==> src/rtl/alu_pipe.sv <==
// Two-stage registered 6502 ALU: stage 1 captures operands and forms sums/logic results,
// stage 2 selects the result, applies decimal adjust (ALU_PIPE_BCD_EN) and registers flags.
module alu_pipe (
    input  logic       clk,
    input  logic       resetn,
    input  logic       alu_start,
    input  logic [2:0] alu_ctrl,
    input  logic [7:0] alu_AI,
    input  logic [7:0] alu_BI,
    input  logic       alu_carry,
    input  logic       alu_BCD,
    output logic [7:0] alu_Y,
    output logic [7:0] alu_flags,
    output logic       alu_valid
);

    typedef enum logic [2:0] {
        OP_SUM = 3'b000,
        OP_OR  = 3'b001,
        OP_XOR = 3'b010,
        OP_AND = 3'b011,
        OP_SR  = 3'b100
    } op_e;

    // Signed-overflow rule: operands of equal sign producing a result of the other sign.
    function automatic logic ovf_flag(input logic [7:0] a, input logic [7:0] b,
                                      input logic [7:0] y);
        return ~(a[7] ^ b[7]) & (a[7] ^ y[7]);
    endfunction

`ifdef ALU_PIPE_BCD_EN
    // Returns {Y[7:0], C, V}; V is taken before the high-nibble adjust.
    function automatic logic [9:0] bcd_add(input logic [7:0] a, input logic [7:0] b,
                                           input logic [4:0] lo_sum);
        logic [4:0] lo;
        logic [4:0] hi;
        logic       hc;
        logic       c;
        logic       v;
        lo = lo_sum;
        hc = 1'b0;
        if (lo > 5'd9) begin
            lo = lo + 5'd6;
            hc = 1'b1;
        end
        hi = {1'b0, a[7:4]} + {1'b0, b[7:4]} + {4'd0, hc};
        v  = ovf_flag(a, b, {hi[3:0], lo[3:0]});
        c  = 1'b0;
        if (hi > 5'd9) begin
            hi = hi + 5'd6;
            c  = 1'b1;
        end
        return {hi[3:0], lo[3:0], c, v};
    endfunction
`endif

    logic [8:0] sum_p0_d;
    logic [7:0] and_p0_d;
    logic [7:0] or_p0_d;
    logic [7:0] xor_p0_d;

    logic       vld_p1_q;
    logic [2:0] ctrl_p1_q;
    logic [7:0] ai_p1_q;
    logic [7:0] bi_p1_q;
    logic       carry_p1_q;
    logic [8:0] sum_p1_q;
    logic [7:0] and_p1_q;
    logic [7:0] or_p1_q;
    logic [7:0] xor_p1_q;

    logic [7:0] y_p2_d;
    logic [7:0] flags_p2_d;
    logic       c_p2_d;
    logic       v_p2_d;

    logic       vld_p2_q;
    logic [7:0] y_p2_q;
    logic [7:0] flags_p2_q;

    always_comb begin
        sum_p0_d = {1'b0, alu_AI} + {1'b0, alu_BI} + {8'd0, alu_carry};
        and_p0_d = alu_AI & alu_BI;
        or_p0_d  = alu_AI | alu_BI;
        xor_p0_d = alu_AI ^ alu_BI;
    end

`ifdef ALU_PIPE_BCD_EN
    logic [4:0] lo_p0_d;
    logic [4:0] lo_p1_q;
    logic       bcd_p1_q;

    always_comb begin
        lo_p0_d = {1'b0, alu_AI[3:0]} + {1'b0, alu_BI[3:0]} + {4'd0, alu_carry};
    end

    always_ff @(posedge clk) begin
        if (alu_start) begin
            lo_p1_q  <= lo_p0_d;
            bcd_p1_q <= alu_BCD;
        end
    end
`else
    logic bcd_unused;
    assign bcd_unused = alu_BCD;
`endif

    // Stage 1: operand capture; data only loads on an accepted start
    always_ff @(posedge clk) begin
        if (!resetn) begin
            vld_p1_q <= 1'b0;
        end else begin
            vld_p1_q <= alu_start;
        end
    end

    always_ff @(posedge clk) begin
        if (alu_start) begin
            ctrl_p1_q  <= alu_ctrl;
            ai_p1_q    <= alu_AI;
            bi_p1_q    <= alu_BI;
            carry_p1_q <= alu_carry;
            sum_p1_q   <= sum_p0_d;
            and_p1_q   <= and_p0_d;
            or_p1_q    <= or_p0_d;
            xor_p1_q   <= xor_p0_d;
        end
    end

    always_comb begin
        y_p2_d = 8'h00;
        c_p2_d = 1'b0;
        v_p2_d = 1'b0;
        case (ctrl_p1_q)
            OP_SUM: begin
                y_p2_d = sum_p1_q[7:0];
                c_p2_d = sum_p1_q[8];
                v_p2_d = ovf_flag(ai_p1_q, bi_p1_q, sum_p1_q[7:0]);
`ifdef ALU_PIPE_BCD_EN
                if (bcd_p1_q) begin
                    {y_p2_d, c_p2_d, v_p2_d} = bcd_add(ai_p1_q, bi_p1_q, lo_p1_q);
                end
`endif
            end
            OP_OR:  y_p2_d = or_p1_q;
            OP_XOR: y_p2_d = xor_p1_q;
            OP_AND: y_p2_d = and_p1_q;
            OP_SR: begin
                y_p2_d = {carry_p1_q, ai_p1_q[7:1]};
                c_p2_d = ai_p1_q[0];
            end
            default: y_p2_d = 8'h00;
        endcase
        flags_p2_d = {y_p2_d[7], v_p2_d, 4'b0000, (y_p2_d == 8'h00), c_p2_d};
    end

    // Stage 2: result/flag registers, held between valid pulses
    always_ff @(posedge clk) begin
        if (!resetn) begin
            vld_p2_q   <= 1'b0;
            y_p2_q     <= 8'h00;
            flags_p2_q <= 8'h00;
        end else begin
            vld_p2_q <= vld_p1_q;
            if (vld_p1_q) begin
                y_p2_q     <= y_p2_d;
                flags_p2_q <= flags_p2_d;
            end
        end
    end

    assign alu_Y     = y_p2_q;
    assign alu_flags = flags_p2_q;
    assign alu_valid = vld_p2_q;

endmodule

==> config.mk <==
export PLATFORM = sky130hd
export DESIGN_NAME = alu_pipe
export DESIGN_NICKNAME = d
export VERILOG_FILES = /design/src/rtl/alu_pipe.sv
export SDC_FILE = /design/constraint.sdc
export NUM_CORES = 1
export LEC_CHECK = 0
export ABC_AREA = 1
export CORE_MARGIN = 2
export CORE_UTILIZATION = 42
export CTS_BUF_LIST = sky130_fd_sc_hd__clkbuf_8
export DETAILED_ROUTE_END_ITERATION = 8
export SLEW_MARGIN = 30
export SYNTH_ARGS = -nofsm -noshare
export SYNTH_HDL_FRONTEND = slang
export SYNTH_SLANG_ARGS = --single-unit
==> constraint.sdc <==
create_clock -name clk -period 2.48 [get_ports clk]
set_input_delay 0.248 -clock clk [delete_from_list [all_inputs] [get_ports clk]]
set_output_delay 0.248 -clock clk [all_outputs]
set_load 0.01 [all_outputs]
==> results of run 1 <==
power breakdown:
part | internal, µW | leakage, µW | switching, µW
sequential | 1170 | 0.000556 | 47.1
clock | 442 | 0.0000965 | 349
combinational | 134 | 0.000792 | 169
metal layers:
metal	vias up	global-route usage	part of all wire
met5	-	0	0
met3	8	0.0448	0.049
li1	968	-	-
met4	0	0.0724	0.017
met1	861	0.203	0.46
met2	49	0.236	0.47
logic make-up after synthesis:
kind of cell,synth area share
adder cells (fa/ha/maj),0.0839
XOR/XNOR,0.0184
AO/OA/AOI/OAI,0.0494
AND/OR/NAND/NOR,0.178
flip-flops,0.573
other,0.00131
buffers and inverters,0.0961
flip-flops by register name, summed over array words and instances (netlist names):
name        flops
ctrl_p1_q       3
alu_valid       1
bi_p1_q         1
sum_p1_q        9
alu_flags       3
vld_p1_q        1
and_p1_q        8
alu_Y           8
carry_p1_q      1
or_p1_q         8
ai_p1_q         8
xor_p1_q        8
per-stage QoR:
step | instances | setup slack [ns] | util
2_1_floorplan | 266 | 0.588 | -
3_3_place_gp | 375 | 0.0141 | 0.486
3_5_place_dp | 375 | -0.0405 | 0.486
4_1_cts | 390 | 0.318 | 0.512
5_1_grt | 390 | 0.154 | 0.512
6_report | 390 | 0.335 | 0.512
final timing paths:
path                          start                   endpoint  slack [ns]  cells past startpoint
max                       alu_AI[0]      sum_p1_q[6]$_DFFE_PP_        0.34                     11
min           alu_Y[1]$_SDFFE_PN0P_      alu_Y[1]$_SDFFE_PN0P_        0.46                      2
max reg2reg  ctrl_p1_q[0]$_DFFE_PP_  alu_flags[1]$_SDFFE_PN0P_        0.66                      9
min reg2reg   alu_Y[1]$_SDFFE_PN0P_      alu_Y[1]$_SDFFE_PN0P_        0.46                      2
tightest hold or removal path, cell delays in order (launching register included):
cell and delay [ns]:
dfxtp_1 0.32, nand2_1 0.05, o21ai_0 0.05
layout make-up:
cell class / instances / area [µm²] / area share
inverters: 41 / 154 / 0.0450
flip-flops and latches: 59 / 1640 / 0.480
clock buffers: 9 / 124 / 0.0362
multi-input cells: 154 / 958 / 0.280
well taps: 80 / 100 / 0.0293
repair buffers: 41 / 390 / 0.114
clock inverters: 6 / 50.0 / 0.0146
cells in the final DEF, fill, tap and decap left out, drive strengths merged, types with 2 or more instances in the layout:
master          n
a21oi           8
a31oi           2
buf             7
clkbuf          9
clkdlybuf4s50  34
clkinv          3
conb            4
dfxtp          13
edfxtp         46
fa              2
ha             16
inv            43
nand2          40
nand3          33
nand4          12
nor2           13
nor3            2
o21ai          13
xnor2           3
xor2            3
==> impl_summary.txt, run 1 <==
----------------------------------------------------
[Status]
  Result of the run ... complete, no violations

[Routing]
  Routed WL ... roughly 5200 µm
  Starting DRC count in detailed routing ... approximately 170
  First-pass iteration count of the detailed router ... 4
  Number of vias after detailed routing ... about 1,900
  Post-detailed-route via-to-cell ratio ... just under 5
  Count of nets left with antenna violations after detail routing ... 0
  Post-route DRC violation count ... 0
  Wire length per cell after detailed routing ... ~13 µm

[Yosys]
  Warnings from Yosys ... 0
  Share of flip-flops with an asynchronous set or reset after synthesis ... 0
  Number of register bits inferred by synthesis ... 59
  Synthesized area per cell ... about 11 µm²
  Netlist Area Pre-Place ... approximately 2900 µm²
  Yosys cell types ... 28
  Synth Instances ... ~260
  Sequential-to-total area share from yosys stat ... 0.573
  Most numerous cell in the Yosys netlist ... edfxtp_1
  Cell accounting for the most synthesized area ... edfxtp_1
  Fraction of synthesized cell area taken by the top area cell type ... 0.482
  Leading register cell type out of synthesis ... edfxtp_1
  Top cells by instance count after synthesis ... 46 x edfxtp_1, 39 x inv_1, 37 x nand2_1, 31 x nand3_1, 16 x ha_1
  Number of flops mapped to enable cells by yosys ... 46
  Largest cells by area after synthesis ... edfxtp_1 48%, dfxtp_1 9.1%, ha_1 7.0%

[Setup path]
  Cell Chain, Critical Path ... clkdlybuf4s50_1, inv_1, fa_1, fa_1, inv_1, nand3_1, nand2_1, nand2_1, nand2_1, a21oi_1, xnor2_1
  Launching element type of the critical path ... input pin
  Critical path's most frequent cell ... nand2_1
  Type of destination of the critical path ... flop
  Delay of the slowest cell on the worst path ... 0.48 ns
  Max FO, Critical Path ... 2
  Cell at the slowest stage of the critical path ... clkdlybuf4s50_1
  WS Path Type ... input pin to flop
  Category of cells accounting for the largest share of critical-path delay ... adder cells
  Crit path buf inv count ... 3
  Worst EP arrival ... between 2 and 2.5 ns
  Critical path required time ... roughly 2.6 ns

[Clocking]
  Register clock-pin slew on the reported worst setup and hold paths ... 0.06 ns
  Clock tree from TritonCTS ... yes
  Number of levels the H-tree was split into ... 3
  Sink count of the clock tree ... between 50 and 60
  Root buf cell ... clkbuf_8
  Setup bufs post-CTS ... 0
  Number of hold buffers added after CTS ... 0
  Resized Gates After CTS ... 0
  Worst-Skew Late Latency ... roughly 0.34 ns
  Inserted Clock Buffers ... 9
  Buffers from clock root to sink, at most ... 2

[Hold path]
  Min-Delay Path Class ... flop to flop

[Pwr]
  Power density over cell area ... 676 nW/µm²
  Worst-case vdd ir drop ... 0.234 mV
  Total power consumption of the routed design ... approximately 2300 µW
  LEAKAGE ... around 0.0014 µW

[STA]
  Final setup violating endpoints ... 0
  Fin Clk Skew ... 0.00432 ns
  Actual slew at the worst max-slew pin ... 0.698 ns
  Count of pins over their slew limit ... 0
  Achievable clock frequency ... around 470 MHz
  Worst hold slack after final layout ... between 0.4 and 0.5 ns
  RSZ-0062 raised after global routing ... no
  Final worst path period share ... 0.865
  Number of hold-slack violations in the final timing report ... 0
  Rel. slew slack ... 0.535
  Fin crit period ... between 2 and 2.5 ns
  Aggregate negative setup slack ... 0 ns

[Die]
  Ports placed on the boundary ... 41
  Number of rows in the core area ... 30
  Die Span Y ... 86.6 µm
  Chip width ... about 87 µm
  Core region area ... 6680 µm²
  Effective utilization at floorplan ... 0.429
  Die outline area ... between 7000 and 8000 µm²

[Place]
  DPL Wire Length ... roughly 3700 µm
  Placed Area ... 3240 µm²
  Routability congestion estimate ... between 0.7 and 0.8
  PortBufs ... 35

[Global route]
  Leftover overflow at the end of global routing ... 0
  Largest net degree at the start of global routing ... 48
  First-pass GRT wire length ... around 8700 µm
  Vias in the first global route ... 1,820
  Global-route total usage across every layer ... 0.154
  Number of antenna violations at the first check in global routing ... 0

[Final layout]
  Synthesis-to-finish area growth ... 19.4%
  Final standard cell area without fillers ... 3420 µm²
  Share of final-layout standard cells stronger than drive strength 1 ... 0.106
  Number of nets at the end of the flow ... 348
  Inserted Diodes ... 0
  Filler cell count ... 609

[Job]
  Max Cap Viol ... 0

----------------------------------------------------
Power figures use the tool's default switching activity.
==> run 2: changes to the inputs <==
--- a/config.mk
+++ b/config.mk
@@ -10,6 +10,8 @@
 export CORE_UTILIZATION = 42
 export CTS_BUF_LIST = sky130_fd_sc_hd__clkbuf_8
 export DETAILED_ROUTE_END_ITERATION = 8
+export GPL_ROUTABILITY_DRIVEN = 1
+export SKIP_LAST_GASP = 1
 export SLEW_MARGIN = 30
 export SYNTH_ARGS = -nofsm -noshare
 export SYNTH_HDL_FRONTEND = slang
==> results of run 2 <==
No change in the layout: final DEF, timing and power equal those of run 1.
